`config.mk`:
```
export PLATFORM = sky130hd
export DESIGN_NAME = pe_event_fifo
export DESIGN_NICKNAME = d
export VERILOG_FILES = /design/src/rtl/pe_event_fifo.sv
export SDC_FILE = /design/constraint.sdc
export NUM_CORES = 1
export LEC_CHECK = 0
export CAP_MARGIN = 0
export CORE_ASPECT_RATIO = 1.25
export CORE_MARGIN = 2
export CORE_UTILIZATION = 55
export DETAILED_ROUTE_END_ITERATION = 10
export GPL_TIMING_DRIVEN = 0
export MAX_ROUTING_LAYER = met4
export PLACE_DENSITY = 0.79
export SLEW_MARGIN = 30
export SYNTH_ARGS = -nofsm -noshare
export SYNTH_HDL_FRONTEND = slang
export SYNTH_SLANG_ARGS = --single-unit
```
`constraint.sdc`:
```
create_clock -name clk -period 4.1 [get_ports clk]
set_clock_uncertainty 0.05 [all_clocks]
set_input_delay 0.82 -clock clk [delete_from_list [all_inputs] [get_ports clk]]
set_output_delay 0.82 -clock clk [all_outputs]
set_load 0.05 [all_outputs]
```
`src/rtl/pe_event_fifo.sv`:
```
// pe_event_fifo: queues priority-encoder code changes in a FWFT FIFO.
// Optional drop counter enabled by defining PE_EVENT_FIFO_DROPCNT_EN.
module pe_event_fifo #(
  parameter int DEPTH     = 4,
  parameter int PUSH_IDLE = 0
) (
  input  logic                     clk,
  input  logic                     rst,
  input  logic                     en,
  input  logic [7:0]               code_in,
  output logic [7:0]               out_code,
  output logic                     out_valid,
  input  logic                     out_ready,
  output logic [$clog2(DEPTH):0]   level,
  output logic                     overflow,
`ifdef PE_EVENT_FIFO_DROPCNT_EN
  output logic [7:0]               drop_cnt,
`endif
  input  logic                     clr_ovf
);

  localparam int AW = $clog2(DEPTH);

  logic [7:0]  r_prev;
  logic [AW:0] r_wr;
  logic [AW:0] r_rd;
  logic [7:0]  r_mem [DEPTH];
  logic        r_ovf;

  logic w_evt;
  logic w_push_req;
  logic w_empty;
  logic w_full;
  logic w_pop;
  logic w_push;
  logic w_drop;

  // Change detection, handshake and FIFO status decode
  always_comb begin
    w_evt      = en && (code_in != r_prev);
    w_push_req = w_evt && ((code_in != 8'hF0) || (PUSH_IDLE == 1));
    w_empty    = (r_wr == r_rd);
    w_full     = (r_wr[AW-1:0] == r_rd[AW-1:0]) && (r_wr[AW] != r_rd[AW]);
    w_pop      = !w_empty && out_ready;
    w_push     = w_push_req && (!w_full || w_pop);
    w_drop     = w_push_req && w_full && !w_pop;
  end

  // Last seen code; follows every event, queued or not
  always_ff @(posedge clk or posedge rst) begin
    if (rst)
      r_prev <= 8'hF0;
    else if (w_evt)
      r_prev <= code_in;
  end

  // Read/write pointers with wrap bit
  always_ff @(posedge clk or posedge rst) begin
    if (rst) begin
      r_wr <= '0;
      r_rd <= '0;
    end else begin
      if (w_push)
        r_wr <= r_wr + 1'b1;
      if (w_pop)
        r_rd <= r_rd + 1'b1;
    end
  end

  // Storage array; contents need no reset
  always_ff @(posedge clk) begin
    if (w_push)
      r_mem[r_wr[AW-1:0]] <= code_in;
  end

  // Sticky overflow; a drop wins over a clear in the same cycle
  always_ff @(posedge clk or posedge rst) begin
    if (rst)
      r_ovf <= 1'b0;
    else if (w_drop)
      r_ovf <= 1'b1;
    else if (clr_ovf)
      r_ovf <= 1'b0;
  end

`ifdef PE_EVENT_FIFO_DROPCNT_EN
  logic [7:0] r_dcnt;

  // Saturating drop counter; drop with clear restarts at one
  always_ff @(posedge clk or posedge rst) begin
    if (rst)
      r_dcnt <= 8'h00;
    else if (w_drop)
      r_dcnt <= clr_ovf ? 8'h01 :
                (r_dcnt == 8'hFF) ? 8'hFF : r_dcnt + 8'h01;
    else if (clr_ovf)
      r_dcnt <= 8'h00;
  end

  assign drop_cnt = r_dcnt;
`endif

  // First-word fall-through head; zero while empty
  always_comb begin
    out_valid = !w_empty;
    out_code  = w_empty ? 8'h00 : r_mem[r_rd[AW-1:0]];
    level     = r_wr - r_rd;
    overflow  = r_ovf;
  end

endmodule

```
==> run metrics, run 1 <==
Die Footprint 4439 um2; GRT met1 Usage 22.94%; M2 GR Usage 30.43%; Netlist cell types 29; Hold Path Class flip-flop to flip-flop; Clock Path Buffers 2; top-area cell type share of the netlist area 44.57%; hold buffers post-CTS 0; layout overhead on the synthesized area 18.57%; drt drc 0; max-cap violation count 0; Fin. Hold Viols 0; Slew Limit Fails 0; min-delay src overflow; grt ovf 0; RSZ-0062 raised after global routing no; post-route setup TNS 0 ns; # diodes 0; register area share after synthesis 62.22%; Final HPWL DP 2.547 mm; Setup crit start r_rd[1]; syn_nets 146; GRT busiest layer met2; worst path cell trace clkbuf_2 -> inv_1 -> ha_1 -> nand3_1 -> clkbuf_1 -> and2_1 -> clkdlybuf4s50_1; routed vias/inst 5.330; WP buf/inv 4; grt met3 use under 10%; initial antenna violation count 0; layout cells sized above 1 22.15%; # IOs 26; area share of fa/ha/maj cells after synthesis 4.991%; Slew @ Worst Pin between 0.5 and 0.6 ns; post-synthesis average cell area 17.25 um2; root buf cell clkbuf_8; Final setup viols 0; Avg WL per Cell 16.51 um; crit end category primary output; Period Utilization, post-route 89.97%; largest family of logic cells by synthesized area multiplexers; CP max stage cell clkdlybuf4s50_1; most common cell after layout, fill and taps aside edfxtp_1; Post-Syn Area 2156 um2; Overall Global Routing Usage 19.03%; Synth Warn # 0; CP Class flip-flop to primary output; DRT iter0 DRCs 29; latest clock arrival within the worst-skew pair 0.30 ns; CTS tree done; TritonCTS buffer count 5; vias in the first global route 1182; Arrival @ worst endpoint 2.82 ns; GP Congestion 0.7663; post-synthesis register bit count 47; most frequent cells in the layout edfxtp_1, clkdlybuf4s50_1, and2_1, dfrtp_1; clk slew on worst S/H paths 0.08 ns; Routed Antenna Nets 0; DIE WIDTH 60.00 um; number of setup buffers added after CTS 0; H-tree depth 2; Non-Filler Instances 212; Gate Count Post-Synth roughly 130; worst path required time 3.23 ns; DRT Pass-1 Iters 5; Post-Synth Simple-Gate Area slightly below 7%; Die H 74.00 um; starting density of the core ~57%; largest net degree at the start of global routing 16; Hold Crit Depth 2; hold slack 0.4638 ns; R2R cell count 7; IO buf count 25; worst reg2reg startpoint r_rd[1]; crit-path max FO 10; Synth Area in Compound Gates 2.438%; Cell Rows 25; largest area contributor in the netlist edfxtp_1; WL final between 3 and 4 mm; XOR/XNOR Fraction of Synth Area 6.036%; CTS Sinks between 40 and 50; # placed instances 204; Vias roughly 1100; Layout Nets 178; top cells by area, synth edfxtp_1, dfrtp_1, mux4_2; max incr delay on CP 0.80 ns; Top delay family on crit path buffers and inverters; reg2reg end r_mem[2][7]; first-pass GRT wire length 5.637 mm; R2R setup slack between 1.5 and 2 ns; Rel. slew slack 61.58%; fin crit period between 3 and 4 ns; max frequency 271.1 MHz; multiplexer share of the synthesized area 14.97%; Startpoint Class flip-flop; result of the run complete, no violations; Worst Hold End overflow; Std-Cell Core Area roughly 3800 um2
==> timing repair <==
action | CTS | global route
gates resized for setup | 0 | 2
endpoints found under the hold margin | 0 | 0
setup endpoints to repair | 0 | 8
==> Yosys cell counts <==
| library cell | number |
|---|---|
| nor4_2 | 2 |
| edfxtp_1 | 32 |
| mux2_1 | 1 |
| nand3b_1 | 1 |
| dfstp_2 | 4 |
| inv_1 | 8 |
| nand2_1 | 1 |
| mux4_2 | 8 |
| a21oi_2 | 1 |
| nor2_1 | 1 |
| buf_6 | 1 |
| o41ai_2 | 1 |
| ha_1 | 7 |
| dfrtp_1 | 11 |
| mux2_4 | 8 |
| fa_1 | 1 |
| and2_1 | 11 |
| nand2b_1 | 1 |
| xor2_1 | 8 |
| mux2_2 | 1 |
| nand3_1 | 2 |
| xnor2_2 | 1 |
| a21bo_1 | 1 |
| nand4bb_1 | 2 |
| buf_2 | 1 |
| xnor2_1 | 5 |
| o221ai_1 | 1 |
| clkbuf_1 | 2 |
| a211o_1 | 1 |
==> per-stage QoR <==
| stage | setup WS (ns) | util (%) | cell area (um2) |
|---|---|---|---|
| final | 0.4110 | 67.54 | 2556 |
| after floorplan | 0.9944 | - | 2156 |
| after global routing | 0.1973 | 67.54 | 2556 |
| after detailed placement | 0.4369 | 65.36 | 2474 |
| after global placement | 0.5688 | 65.36 | 2474 |
| after CTS | 0.1170 | 67.50 | 2555 |
==> layer usage <==
metal,up-vias,share of wire [%]
met5,-,0
met4,0,2.3
met3,9,3.6
met2,29,53
met1,569,42
li1,523,-
==> how the worst max path moves through the flow <==
stage | end | slack, ns | depth (start not counted)
finish | out_code[1] | 0.41 | 7
global route | out_code[4] | 0.20 | 7
CTS | out_code[2] | 0.12 | 7
detailed placement | out_code[2] | 0.44 | 7
global placement | out_code[7] | 0.57 | 7
floorplan | out_code[0] | 0.99 | 6
==> tightest hold or removal path, stage by stage (launching register included) <==
cell	delay [ns]
dfrtp_1	0.35
nand2b_1	0.08
o41ai_2	0.05
==> final cells by class <==
type,instances,area (um2)
Sequential cell,47,1341
Fill cell,275,1229
Multi-Input combinational cell,66,760.7
Timing Repair Buffer,25,250.2
Clock buffer,7,76.32
Tap cell,54,67.56
Inverter,8,30.03
Buffer,4,25.02
Clock inverter,1,5.005
==> flip-flops by register name, summed over array words and instances (netlist names) <==
| name | cells |
|---|---|
| r_mem | 32 |
| r_prev | 8 |
| r_rd | 3 |
| r_wr | 3 |
| overflow | 1 |
==> logic make-up after synthesis <==
group	after synthesis
compound gates	5
simple gates	21
fa+ha+maj	8
xor+xnor	14
buf+inv	12
mux	18
flops	47
Power of run 1 is not shown: default switching activity piles up to over one toggle a cycle in this logic, so the estimate is an artifact.
==> run 2, diff against run 1 <==
- PLACE_DENSITY: 0.79 -> 0.9
==> run metrics, run 2 (synthesis results as in run 1) <==
result of the run complete, no violations; max reg flops 32; grt ovf 0; crit-path max FO 10; vias in the first global route 1229; GP Congestion about 0.8; Hold Path Class flip-flop to flip-flop; drt drc 0; max frequency roughly 270 MHz; most common cell after layout, fill and taps aside edfxtp_1; Routed Antenna Nets 0; Final HPWL DP 2.707 mm; Die H 74.00 um; first-pass GRT wire length 5.968 mm; layout overhead on the synthesized area 18.92%; starting density of the core 56.96%; fin crit period 3.659 ns; worst path required time 3.23 ns; max-cap violation count 0; layout cells sized above 1 a little under a quarter; Cell Rows 25; Arrival @ worst endpoint 2.79 ns; Layout Utilization between 60 and 70%; R2R cell count 7; latest clock arrival within the worst-skew pair 0.30 ns; Clock Path Buffers 2; Rel. slew slack 59.49%; largest net degree at the start of global routing 16; CP Class flip-flop to primary output; most frequent cells in the layout edfxtp_1, clkdlybuf4s50_1, and2_1, dfrtp_1; clk slew on worst S/H paths 0.09 ns; crit end category primary output; Post-Route M1 WL 1.523 mm; placed cell area 2474 um2; IO buf count 25; Startpoint Class flip-flop; CTS Sinks 47; # IOs 26; Slew Limit Fails 0; TritonCTS buffer count 5; Std-Cell Core Area 3785 um2; top sig layer met4; H-tree depth 2; Vias 1140; post-route cell area 2564 um2; initial antenna violation count 0; Overall Global Routing Usage 19.92%; Layout Nets between 150 and 200; Fin. Hold Viols 0; DRT iter0 DRCs 25; routed vias/inst roughly 5.4; Die Footprint approximately 4400 um2; post-route setup TNS 0 ns; Period Utilization, post-route roughly nine tenths; root buf cell clkbuf_8; RSZ-0062 raised after global routing no; CTS tree done; Hold Crit Depth 1; Final setup viols 0; Avg WL per Cell 17.58 um; # diodes 0; met2 wire len 2.048 mm; Slew @ Worst Pin 0.6069 ns; DIE WIDTH 60.00 um; WL final 3.726 mm; met3 WL 100 um; DRT Pass-1 Iters 4
## run 2: cell types whose count changed in the layout (fill, tap and decap cells not counted)
cell        change
clkbuf_1        -2
clkinvlp_4      +2
## run 2: timing repair
item	4_1_cts	5_1_grt
endpoints found under the setup margin	0	1
gates resized for setup	0	2
hold buffers	0	0
setup buffers	0	0
## run 2: metrics by stage
| step | std cells | worst slack [ns] | hold slack [ns] |
|---|---|---|---|
| after floorplan | 125 | 0.9944 | 0.4459 |
| after global placement | 204 | 0.5992 | 0.4287 |
| after detailed placement | 204 | 0.5038 | 0.4428 |
| after CTS | 212 | 0.1613 | 0.4921 |
| after global routing | 212 | 0.2512 | 0.5103 |
| final | 212 | 0.4413 | 0.4833 |
## run 2: layer usage
| layer | vias to the layer above | track usage, % |
|---|---|---|
| met3 | 5 | 4.174 |
| met1 | 586 | 22.51 |
| li1 | 522 | - |
| met5 | - | - |
| met4 | 0 | 9.630 |
| met2 | 27 | 33.33 |
## run 2: final timing paths
path,endpoint,startpoint,slack (ns)
worst min-delay path,r_rd[2],r_rd[2],0.48
worst min register to register,r_rd[2],r_rd[2],0.48
worst max register to register,r_mem[0][7],r_rd[1],1.60
max in group asynchronous,r_prev[3],rst,2.75
min in group asynchronous,r_prev[2],rst,0.85
worst max-delay path,out_code[0],r_rd[1],0.44
## run 2: area by class of cell
| class | count | area (um2) |
|---|---|---|
| buffer | 4 | 25.02 |
| clock buffer | 5 | 68.82 |
| clock inverter | 3 | 20.02 |
| fill | 253 | 1221 |
| inverter | 8 | 30.03 |
| multi-input combinational | 66 | 760.7 |
| sequential | 47 | 1341 |
| tap | 54 | 67.56 |
| timing repair buffer | 25 | 250.2 |
## run 2: worst max-delay path: stages (launching register included)
cell,delay [ns]
dfrtp_1,0.40
clkbuf_2,0.29
inv_1,0.08
ha_1,0.29
nand3_1,0.10
clkbuf_1,0.31
and2_1,0.19
clkdlybuf4s50_1,0.82
Power of run 2 is left out for the same reason.
